`config.mk`:
```
export PLATFORM = sky130hd
export DESIGN_NAME = fc_mul_fold_seq
export DESIGN_NICKNAME = d
export VERILOG_FILES = /design/src/rtl/fc_mul_pkg.sv /design/src/rtl/fc_mul_lane.sv /design/src/rtl/fc_mul_fold_seq.sv
export SDC_FILE = /design/constraint.sdc
export NUM_CORES = 1
export LEC_CHECK = 0
export CAP_MARGIN = 5
export CORE_ASPECT_RATIO = 0.75
export CORE_MARGIN = 3
export CORE_UTILIZATION = 41
export DETAILED_ROUTE_END_ITERATION = 16
export GPL_TIMING_DRIVEN = 0
export PLACE_DENSITY = 0.77
export SLEW_MARGIN = 20
export SYNTH_ARGS = -nofsm -noshare
export SYNTH_HDL_FRONTEND = slang
export SYNTH_SLANG_ARGS = --single-unit
```
`constraint.sdc`:
```
create_clock -name clk -period 1.43 [get_ports clk]
set_clock_uncertainty 0.05 [all_clocks]
set_input_delay 0.3575 -clock clk [delete_from_list [all_inputs] [get_ports clk]]
set_output_delay 0.3575 -clock clk [all_outputs]
set_load 0.05 [all_outputs]
```
`src/rtl/fc_mul_pkg.sv`:
```
// Shared constants, state encoding and width helper for the folded FC multiply stage.
package fc_mul_pkg;

  // Product modes
  localparam int unsigned FC_MUL_XNOR = 0;  // bipolar
  localparam int unsigned FC_MUL_AND  = 1;  // unipolar

  typedef enum logic [0:0] {
    StIdle,
    StRun
  } fc_mul_state_e;

  // Index width that never collapses to zero bits
  function automatic int unsigned fc_mul_idx_width(input int unsigned n);
    return (n <= 1) ? 1 : $clog2(n);
  endfunction

endpackage

```
`src/rtl/fc_mul_lane.sv`:
```
// One weight row times the held input vector, with an optional popcount of the product.
// Optional feature macro: FC_MUL_POPCNT_EN (adds the popcnt output).
module fc_mul_lane
  import fc_mul_pkg::*;
#(
  parameter int unsigned IDIM = 4,
  parameter int unsigned MODE = FC_MUL_XNOR
) (
  input  logic [IDIM-1:0]            wRow,
  input  logic [IDIM-1:0]            hold,
`ifdef FC_MUL_POPCNT_EN
  output logic [$clog2(IDIM+1)-1:0]  popcnt,
`endif
  output logic [IDIM-1:0]            prod
);

  // Bitwise product of weight row and held input
  always_comb begin
    if (MODE == FC_MUL_AND) begin
      prod = wRow & hold;
    end else begin
      prod = ~(wRow ^ hold);
    end
  end

`ifdef FC_MUL_POPCNT_EN
  localparam int unsigned CntW = $clog2(IDIM + 1);

  // Count of ones in this row's product
  always_comb begin
    popcnt = '0;
    for (int j = 0; j < IDIM; j++) begin
      popcnt = popcnt + CntW'(prod[j]);
    end
  end
`endif

endmodule

```
`src/rtl/fc_mul_fold_seq.sv`:
```
// Folded FC bit-multiply: holds one input vector and emits FOLD product groups of
// ODIM/FOLD rows each through a valid/ready output register.
// Optional feature macro: FC_MUL_POPCNT_EN (registered per-row popcount on oPopcnt).
module fc_mul_fold_seq
  import fc_mul_pkg::*;
#(
  parameter int unsigned IDIM = 4,
  parameter int unsigned ODIM = 4,
  parameter int unsigned FOLD = 2,
  parameter int unsigned MODE = FC_MUL_XNOR,
  localparam int unsigned Rows = ODIM / FOLD,
  localparam int unsigned GrpW = Rows * IDIM,
  localparam int unsigned IdxW = fc_mul_idx_width(FOLD)
) (
  input  logic                                clk,
  input  logic                                rst_n,
  input  logic                                iValid,
  output logic                                iReady,
  input  logic [IDIM-1:0]                     iBit,
  output logic [IdxW-1:0]                     oFoldIdx,
  input  logic [GrpW-1:0]                     wBit,
  output logic                                oValid,
  input  logic                                oReady,
  output logic [GrpW-1:0]                     oFmbs,
  output logic [IdxW-1:0]                     oGrp,
`ifdef FC_MUL_POPCNT_EN
  output logic [Rows*$clog2(IDIM+1)-1:0]      oPopcnt,
`endif
  output logic                                oLast
);

  if (ODIM % FOLD != 0) begin : gParamCheck
    $error("fc_mul_fold_seq: ODIM must be a multiple of FOLD");
  end

  fc_mul_state_e   stateQ, stateD;
  logic [IdxW-1:0] foldQ, foldD;
  logic [IDIM-1:0] holdQ, holdD;
  logic            validD, lastD;
  logic [GrpW-1:0] fmbsD, prod;
  logic [IdxW-1:0] grpD;
  logic            slotFree, lastFold, issue;

`ifdef FC_MUL_POPCNT_EN
  localparam int unsigned CntW = $clog2(IDIM + 1);
  logic [Rows*CntW-1:0] lanePop, popD;
`endif

  for (genvar r = 0; r < Rows; r++) begin : gLane
    fc_mul_lane #(
      .IDIM (IDIM),
      .MODE (MODE)
    ) uLane (
      .wRow   (wBit[r*IDIM +: IDIM]),
      .hold   (holdQ),
`ifdef FC_MUL_POPCNT_EN
      .popcnt (lanePop[r*CntW +: CntW]),
`endif
      .prod   (prod[r*IDIM +: IDIM])
    );
  end

  // Handshake decode; a new vector is only taken as the last group issues
  always_comb begin
    slotFree = !oValid || oReady;
    lastFold = (foldQ == IdxW'(FOLD - 1));
    issue    = (stateQ == StRun) && slotFree;
    iReady   = (stateQ == StIdle) || (issue && lastFold);
    oFoldIdx = foldQ;
  end

  // Next-state: FSM, fold counter, hold register and output group
  always_comb begin
    stateD = stateQ;
    foldD  = foldQ;
    holdD  = holdQ;
    validD = oValid;
    fmbsD  = oFmbs;
    grpD   = oGrp;
    lastD  = oLast;
    case (stateQ)
      StIdle: begin
        // Drain the final group of the previous vector
        if (slotFree) validD = 1'b0;
        if (iValid) begin
          holdD  = iBit;
          foldD  = '0;
          stateD = StRun;
        end
      end
      StRun: begin
        if (issue) begin
          validD = 1'b1;
          fmbsD  = prod;
          grpD   = foldQ;
          lastD  = lastFold;
          if (lastFold) begin
            foldD = '0;
            if (iValid) begin
              holdD = iBit;
            end else begin
              stateD = StIdle;
            end
          end else begin
            foldD = foldQ + IdxW'(1);
          end
        end
      end
      default: stateD = StIdle;
    endcase
  end

  // State and output registers
  always_ff @(posedge clk or negedge rst_n) begin
    if (!rst_n) begin
      stateQ <= StIdle;
      foldQ  <= '0;
      holdQ  <= '0;
      oValid <= 1'b0;
      oFmbs  <= '0;
      oGrp   <= '0;
      oLast  <= 1'b0;
    end else begin
      stateQ <= stateD;
      foldQ  <= foldD;
      holdQ  <= holdD;
      oValid <= validD;
      oFmbs  <= fmbsD;
      oGrp   <= grpD;
      oLast  <= lastD;
    end
  end

`ifdef FC_MUL_POPCNT_EN
  // Popcount follows oFmbs: loaded on issue, held otherwise
  always_comb begin
    popD = oPopcnt;
    if (issue) popD = lanePop;
  end

  // Popcount register
  always_ff @(posedge clk or negedge rst_n) begin
    if (!rst_n) begin
      oPopcnt <= '0;
    end else begin
      oPopcnt <= popD;
    end
  end
`endif

endmodule

```
# Yosys cells after proc, flatten, opt, wreduce, memory -nomap -nowiden
# Index checks and enable logic that the tools add are counted.
# totals
register_bits,16
input_bits,16
out_inout_bits,13
wordCells,40
# op_classes
add_sub_neg,1
eq_ne,4
n_mux,15
n_bitwise,5
n_reduce_logical,9
# ops
cell,n
$mux 4,3
$mux 1,8
$not 4->4,2
$pmux 4 s2,1
$reduce_and 2->1,4
$xor 4x4->4,2
$pmux 1 s2,3
$ne 2x1->1 const B,2
$ne 2x2->1 const B,2
$logic_and 1x1->1,2
$logic_or 1x1->1,2
$add 1x1->1 const B,1
$logic_not 1->1,1
$not 1->1,1

# Logic depth before layout (Yosys ltp)
# Gate-level depths: netlist of the first run.
# logic_depth
depth_word,5
mapped_depth,3
mapped_depth_nobuf,3

# By module
# Synthesis of the first run repeated with hierarchy kept, for this count alone.
# unflattened
cells_unflattened,49
hier_area_um2,719.4
# modules_own_cells
module,instances,cells_each,area_per_inst_um2,seq_area_each_um2
fc_mul_fold_seq,1,41,649.4,400.4
fc_mul_lane,2,4,35.0,0.0

# Least setup slack after synthesis of the first run
# OpenSTA, ideal clock, no wires.
# synth_path
path_type,register to output
from,register oValid
to,output port iReady
arrival_ns,1.207
path_slack_ns,-0.185
path_stages_with_launch,4
path_buffers,0
cell_sequence,dfrtp_1 nand2b_4 nand2_1 nand2_1
# synth_via
elab_chain_cells,5
# synth_lines
element,line_no,source
start: declaration,fc_mul_fold_seq.sv:22,"output logic oValid,"
start signal: assignment,fc_mul_fold_seq.sv:127,oValid <= validD;
$logic_not 1->1,fc_mul_fold_seq.sv:65,slotFree = !oValid || oReady;
$logic_or 1x1->1,fc_mul_fold_seq.sv:65,
$logic_and 1x1->1,fc_mul_fold_seq.sv:67,issue = (stateQ == StRun) && slotFree;
$logic_and 1x1->1,fc_mul_fold_seq.sv:68,iReady = (stateQ == StIdle) || (issue && lastFold);
$logic_or 1x1->1,fc_mul_fold_seq.sv:68,
end: declaration,fc_mul_fold_seq.sv:18,"output logic iReady,"
# No other way between the ends.

# Final worst setup path of the first run
# Ends and elaborated chain as after synthesis.

==> summary.md, run 1 <==
| Metric | Value |
|---|---|
| PnR Total Power | about 2.7 mW |
| R2R Path End | oFmbs[0]$_DFFE_PN0P_ |
| Library cells used by synthesis | 15 |
| Number of flops mapped to enable cells by yosys | 0 |
| Total power density per cell area | 2530 nW/µm² |
| RD Place Congestion | just under 0.7 |
| Top Ports | 29 |
| Min-Delay Path Class | primary input to asynchronous set/reset pin |
| Min cycle time layout | about 1500 ps |
| Vertical die dimension | about 42 µm |
| Leading post-synthesis cells by instance count | 16 x dfrtp_1, 8 x mux2_2, 8 x xnor2_1, 4 x mux2_4 |
| Clock net sink count | 16 |
| Die area | around 2300 µm² |
| Fraction of the cycle the final worst path needs | 1.03 |
| Async SR Flop Fraction | 1.00 |
| Fraction of layout instances using a drive strength above 1 | 0.482 |
| Synthesized cell area | 719 µm² |
| Filler Cells Inserted | around 140 |
| Highest achievable clock rate | a little under 700 MHz |
| Share of the core filled with cells | 0.677 |
| Via count | roughly 500 |
| Classification of the worst setup path | flip-flop to primary output |
| Area added between synthesis and finish | 47.0% |
| Sort of element at the end of the critical path | primary output |
| Clock root cell | clkbuf_4 |
| Fin Setup TNS | -37.9 ps |
| Number of antenna-violating nets in the routed design | 0 |
| Net count after synthesis | 65 |
| IR Drop Worst-Case VDD | roughly 1800 µV |
| Post-Syn Instances | between 40 and 50 |
| Number of DRC violations after detailed routing | 0 |
| Cell chain of the critical path | nand2b_4 -> nand2_4 -> nand2_4 -> buf_8 |
| Count of inserted antenna diode cells | 0 |
| Most repeated library cell on the critical path | nand2_4 |
| Post-CTS clock slew at the launch and capture registers of the worst setup and hold paths | approximately 100 ps |
| Worst path setup slack after routing | -37.9 ps |
| Critical path buffers and inverters | 1 |
| Cell at the slowest stage of the critical path | dfrtp_2 |
| Core area | about 1600 µm² |
| Gr ovfl total | 0 |
| Final wirelength | between 1 and 1.5 mm |
| Total track usage | 0.157 |
| Std-Cell Rows | 12 |
| Required time of the critical path | ~1000 ps |
| Leading cell types by total area after synthesis | dfrtp_1 56%, mux2_2 13%, xnor2_1 9.7% |
| Post-layout nets | 100 |
| CTS tree | built |
| Violations in the final reports | setup timing |
| Pin count of the biggest net entering global routing | 17 |
| Worst-case setup slack after placement | -888 ps |
| HPWL after DPL | 998 µm |
| H-tree lvl count | 1 |
| Antenna violations before repair | 0 |
| Setup repair after global routing missed its margin | true |
| Count of cells along the worst register-to-register path | 4 |
| Synth Flop Type | dfrtp_1 |
| Clock latency on the worst-skew pair | ~290 ps |
| Arrival time reported for the critical path endpoint | ~1100 ps |
| Number of buffers created by CTS | 3 |
| Top delay family on crit path | flip-flops |
| Fraction of synthesized cell area taken by the top area cell type | 0.557 |
| Portion of the post-synthesis area used by sequential elements | 0.557 |
| Number of design-rule violations left by the first detailed-router iteration | 4 |
| Detailed Routing Iterations Pass 1 | 4 |
| Die Width | 54.4 µm |
| Startpoint type of the worst setup path | flip-flop |
| Total placed cells including tap cells | 98 |
| Wire length of the first global-routing pass | about 2.6 mm |
| Leakage power | 0.473 nW |
| Slew Limit Fails | 0 |
| Buffers added on ports | 28 |
| Critical Path Max Stage Delay | 430 ps |
| Number of max-cap violations | 0 |
| Run status | complete, but fails checks |
| Via count of the first global-routing pass | just under 600 |
| Routed wirelength normalized by instance count | 14.2 µm |
| Via-to-Cell Ratio | between 4 and 5 |
| Flop-to-flop setup slack | 80 ps |
| Cell taking the most area after synthesis | dfrtp_1 |
| Initial Utilization | 0.461 |
| Non-Filler Instances | 104 |
| Most frequent cell after synthesis | dfrtp_1 |
| Final hold violation count | 0 |
| Worst Setup EP | iReady |
| Max Buffers Root-to-Sink | 2 |
| Logic depth of the worst path, buffers included | 4 |
| Hold buffers post-CTS | 0 |
| Launch point of the worst path | oValid$_DFFE_PN0P_ |
| Flops & latches, synth | 16 |
| Rel. slew slack | 0.526 |
| Ys Warns | 0 |
| Worst flop-to-flop path startpoint | oValid$_DFFE_PN0P_ |
| Maximum fanout along the worst path | 2 |
| Worst slew pin tran | around 710 ps |
| Post-Syn Area per Cell | between 10 and 15 µm² |
| # setup viols final | 1 |
-- final cells by class --
class	count	area, µm²	area share
clock buffer	4	36.3	0.0343
sequential	16	403	0.381
multi-input combinational	32	327	0.309
tap	21	26.3	0.0249
buffer	1	11.3	0.0107
timing repair buffer	30	254	0.240
-- per-layer routing --
| layer | up-vias | wire length (µm) | track usage |
|---|---|---|---|
| li1 | 235 | - | - |
| met1 | 240 | 616 | 0.188 |
| met2 | 24 | 725 | 0.263 |
| met3 | 0 | 130 | 0.0641 |
| met4 | 0 | 0 | 0.0299 |
| met5 | - | 0 | 0 |
-- logic make-up after synthesis --
| family | share of synthesized area |
|---|---|
| flops | 0.557 |
| mux | 0.209 |
| xor+xnor | 0.0974 |
| simple gates | 0.0748 |
| compound gates | 0.0522 |
| buf+inv | 0.0104 |
-- where the power goes --
| part | switching [mW] | internal, mW | total [mW] | leakage, nW |
|---|---|---|---|---|
| clock network | 0.148 | 0.155 | 0.303 | 0.0210 |
| logic | 0.904 | 0.615 | 1.52 | 0.270 |
| registers | 0.184 | 0.672 | 0.856 | 0.182 |
-- timing repair --
item,in CTS,in global routing
buffers inserted,2,1
gates resized for setup,65,14
endpoints found under the setup margin,13,11
pin swaps,0,3
-- worst reg2reg max path, stage by stage (launching register included) --
cell and delay, ps:
dfrtp_2 390, nand2b_4 70, buf_4 160, nand2_2 190
mux2_2 380
-- sequential cells by signal (all words and copies together) (netlist names) --
signal    flops
oFoldIdx      1
oFmbs         8
stateQ        1
oValid        1
oLast         1
holdQ         4
-- metrics by stage --
step                area (µm²)  hold WS [ps]
floorplan                  723          11.9
global placement          1030           436
detailed placement        1030           443
CTS                       1060           463
global route              1060           467
finish                    1060           436
-- cells in the final DEF (no fill, tap or decap), types with 2 or more instances in the layout --
master and instances:
clkbuf_4 4, buf_4 3, mux2_2 8, buf_2 9, buf_8 2, xnor2_1 8
a21o_1 2, nand2_4 2, dfrtp_1 14, dfrtp_2 2, mux2_4 4, clkdlybuf4s50_1 14
-- worst min-delay path by stage --
| stage | cells after the start | from | slack, ps | to |
|---|---|---|---|---|
| finish | 1 | rst_n | 440 | holdQ[3]$_DFFE_PN0P_ |
| global route | 1 | oFmbs[6]$_DFFE_PN0P_ | 470 | oFmbs[6]$_DFFE_PN0P_ |
| CTS | 1 | rst_n | 460 | holdQ[3]$_DFFE_PN0P_ |
| detailed placement | 1 | oFmbs[6]$_DFFE_PN0P_ | 440 | oFmbs[6]$_DFFE_PN0P_ |
| global placement | 1 | oFmbs[0]$_DFFE_PN0P_ | 440 | oFmbs[0]$_DFFE_PN0P_ |
| floorplan | 0 | rst_n | 10 | holdQ[0]$_DFFE_PN0P_ |
Note: power is estimated with default switching activity, not from simulation.
==> run 2, diff against run 1 <==
==> constraint.sdc (replaced) <==
create_clock -name clk -period 1.43 [get_ports clk]
set_clock_uncertainty 0.05 [all_clocks]
set_input_delay 0.286 -clock clk [delete_from_list [all_inputs] [get_ports clk]]
set_output_delay 0.286 -clock clk [all_outputs]
set_load 0.05 [all_outputs]
==> run 2 against run 1 <==
The flow now finishes without violations. Sequential share of layout area down 1.0 points. Highest routed layer is now met4. Clock-buffer cell count unchanged. Worst hold slack worse by 65 ps. Via count up 0.60%. Largest cell class unchanged. Worst setup slack better by 68 ps.
==> summary.md, run 2 (same netlist as run 1, synthesis figures left out) <==
| Metric | Value |
|---|---|
| Run status | finished clean |
| Area added between synthesis and finish | 51.0% |
| Post-CTS clock slew at the launch and capture registers of the worst setup and hold paths | roughly 100 ps |
| Detailed Routing Iterations Pass 1 | 4 |
| Min cycle time layout | 1400 ps |
| Post-layout nets | 99 |
| Clock latency on the worst-skew pair | 290 ps |
| Die area | about 2300 µm² |
| Fin Setup TNS | 0 ps |
| Min-Delay Path Class | primary input to asynchronous set/reset pin |
| Largest registers in the final layout | oFmbs: 8 flops, holdQ: 4 flops |
| Sort of element at the end of the critical path | primary output |
| Via count | 502 |
| Highest achievable clock rate | between 700 and 800 MHz |
| RD Place Congestion | 0.695 |
| Startpoint type of the worst setup path | flip-flop |
| Number of design-rule violations left by the first detailed-router iteration | 5 |
| Rel. slew slack | 0.515 |
| Clock root cell | clkbuf_4 |
| Clock net sink count | 16 |
| Worst-case setup slack after placement | -745 ps |
| Slew Limit Fails | 0 |
| Std-Cell Rows | 12 |
| Wire length of the first global-routing pass | 2.55 mm |
| Final wirelength | roughly 1.4 mm |
| Number of max-cap violations | 0 |
| Fraction of layout instances using a drive strength above 1 | 0.476 |
| Worst path setup slack after routing | between 20 and 30 ps |
| Most frequent cells in the layout | 14 x dfrtp_1, 14 x clkdlybuf4s50_1, 8 x xnor2_1, 8 x mux2_2, 8 x clkdlybuf4s15_2 |
| Final hold violation count | 0 |
| Via-to-Cell Ratio | a little under 5 |
| Die Width | roughly 54 µm |
| Routed wirelength normalized by instance count | 14.1 µm |
| HPWL after DPL | approximately 1000 µm |
| Sequential cell area | 403 µm² |
| Total power density per cell area | 2480 nW/µm² |
| CTS tree | built |
| # setup viols final | 0 |
| Most flop-heavy register | oFmbs |
| Setup repair after global routing missed its margin | true |
| Summed area of non-filler cells in the final layout | between 1000 and 1500 µm² |
| Max Buffers Root-to-Sink | 2 |
| Number of buffers created by CTS | 3 |
| Arrival time reported for the critical path endpoint | approximately 1100 ps |
| Filler Cells Inserted | about 130 |
| Antenna violations before repair | 0 |
| Gr ovfl total | 0 |
| Required time of the critical path | approximately 1100 ps |
| Classification of the worst setup path | flip-flop to primary output |
| Number of DRC violations after detailed routing | 0 |
| Initial Utilization | 0.461 |
| IR Drop Worst-Case VDD | 1730 µV |
| Total track usage | 0.155 |
| Buffers added on ports | 28 |
| Via count of the first global-routing pass | between 500 and 600 |
| Pin count of the biggest net entering global routing | 17 |
| Worst slew pin tran | slightly above 700 ps |
| Vertical die dimension | ~42 µm |
| Cell area after placement | ~1000 µm² |
| Share of the core filled with cells | 0.696 |
| Leakage power | roughly 0.47 nW |
| Maximum fanout along the worst path | 2 |
| Fraction of the cycle the final worst path needs | 0.979 |
| Largest register FFs | 8 |
| Area of combinational cells with multiple inputs | 327 µm² |
| Top Ports | 29 |
| H-tree lvl count | 1 |
| Core area | ~1600 µm² |
| Count of inserted antenna diode cells | 0 |
| Number of antenna-violating nets in the routed design | 0 |
run 2: changes by cell type in the layout (fill, tap and decap cells not counted):
| cell | delta |
|---|---|
| buf_2 | -7 |
| buf_6 | -1 |
| buf_8 | -1 |
| clkdlybuf4s15_2 | +8 |
run 2: layout make-up:
cell class | instances | share of cell area
Buffer | 1 | 0.00691
Clock buffer | 4 | 0.0334
Multi-Input combinational cell | 32 | 0.301
Sequential cell | 16 | 0.371
Tap cell | 21 | 0.0242
Timing Repair Buffer | 29 | 0.264
run 2: timing repair:
action,in CTS,in global routing
hold buffers,0,0
pin swaps,0,2
setup endpoints to repair,13,5
buffers inserted,1,0
gates cloned,0,0
gates resized for setup,50,10
run 2: power breakdown:
part	switching, mW	internal (mW)
Sequential	0.185	0.672
Combinational	0.892	0.644
Clock	0.148	0.155
Total	1.23	1.47
run 2: path summary, 6_finish.rpt:
| check | startpoint | end | slack (ps) | cells past startpoint |
|---|---|---|---|---|
| min reg2reg | oFmbs[6]$_DFFE_PN0P_ | oFmbs[6]$_DFFE_PN0P_ | 460 | 1 |
| max | oValid$_DFFE_PN0P_ | iReady | 30 | 4 |
| min | rst_n | holdQ[3]$_DFFE_PN0P_ | 370 | 1 |
| max in group asynchronous | rst_n | oFoldIdx$_DFFE_PN0P_ | 460 | 1 |
| min in group clk | oFmbs[6]$_DFFE_PN0P_ | oFmbs[6]$_DFFE_PN0P_ | 460 | 1 |
| max reg2reg | oValid$_DFFE_PN0P_ | oFmbs[0]$_DFFE_PN0P_ | 80 | 4 |
run 2: per-stage QoR:
stage,power (mW),instances,hold slack (ps)
after floorplan,1.93,49,-59.6
after global placement,2.39,98,436
after detailed placement,2.42,98,443
after CTS,2.69,103,391
after global routing,2.86,103,419
final,2.70,103,371
run 2: routing by layer:
layer	part of all wire	GRT usage	wire [µm]
met3	0.090	0.0712	130
met1	0.43	0.183	619
met5	0	0	0
met4	0.0055	0.0299	8
met2	0.48	0.255	691
run 2: worst max-delay path, stage by stage, from the launching register on:
cell and delay, ps:
dfrtp_2 430, nand2b_4 90, nand2_4 60, nand2_4 60
buf_8 140
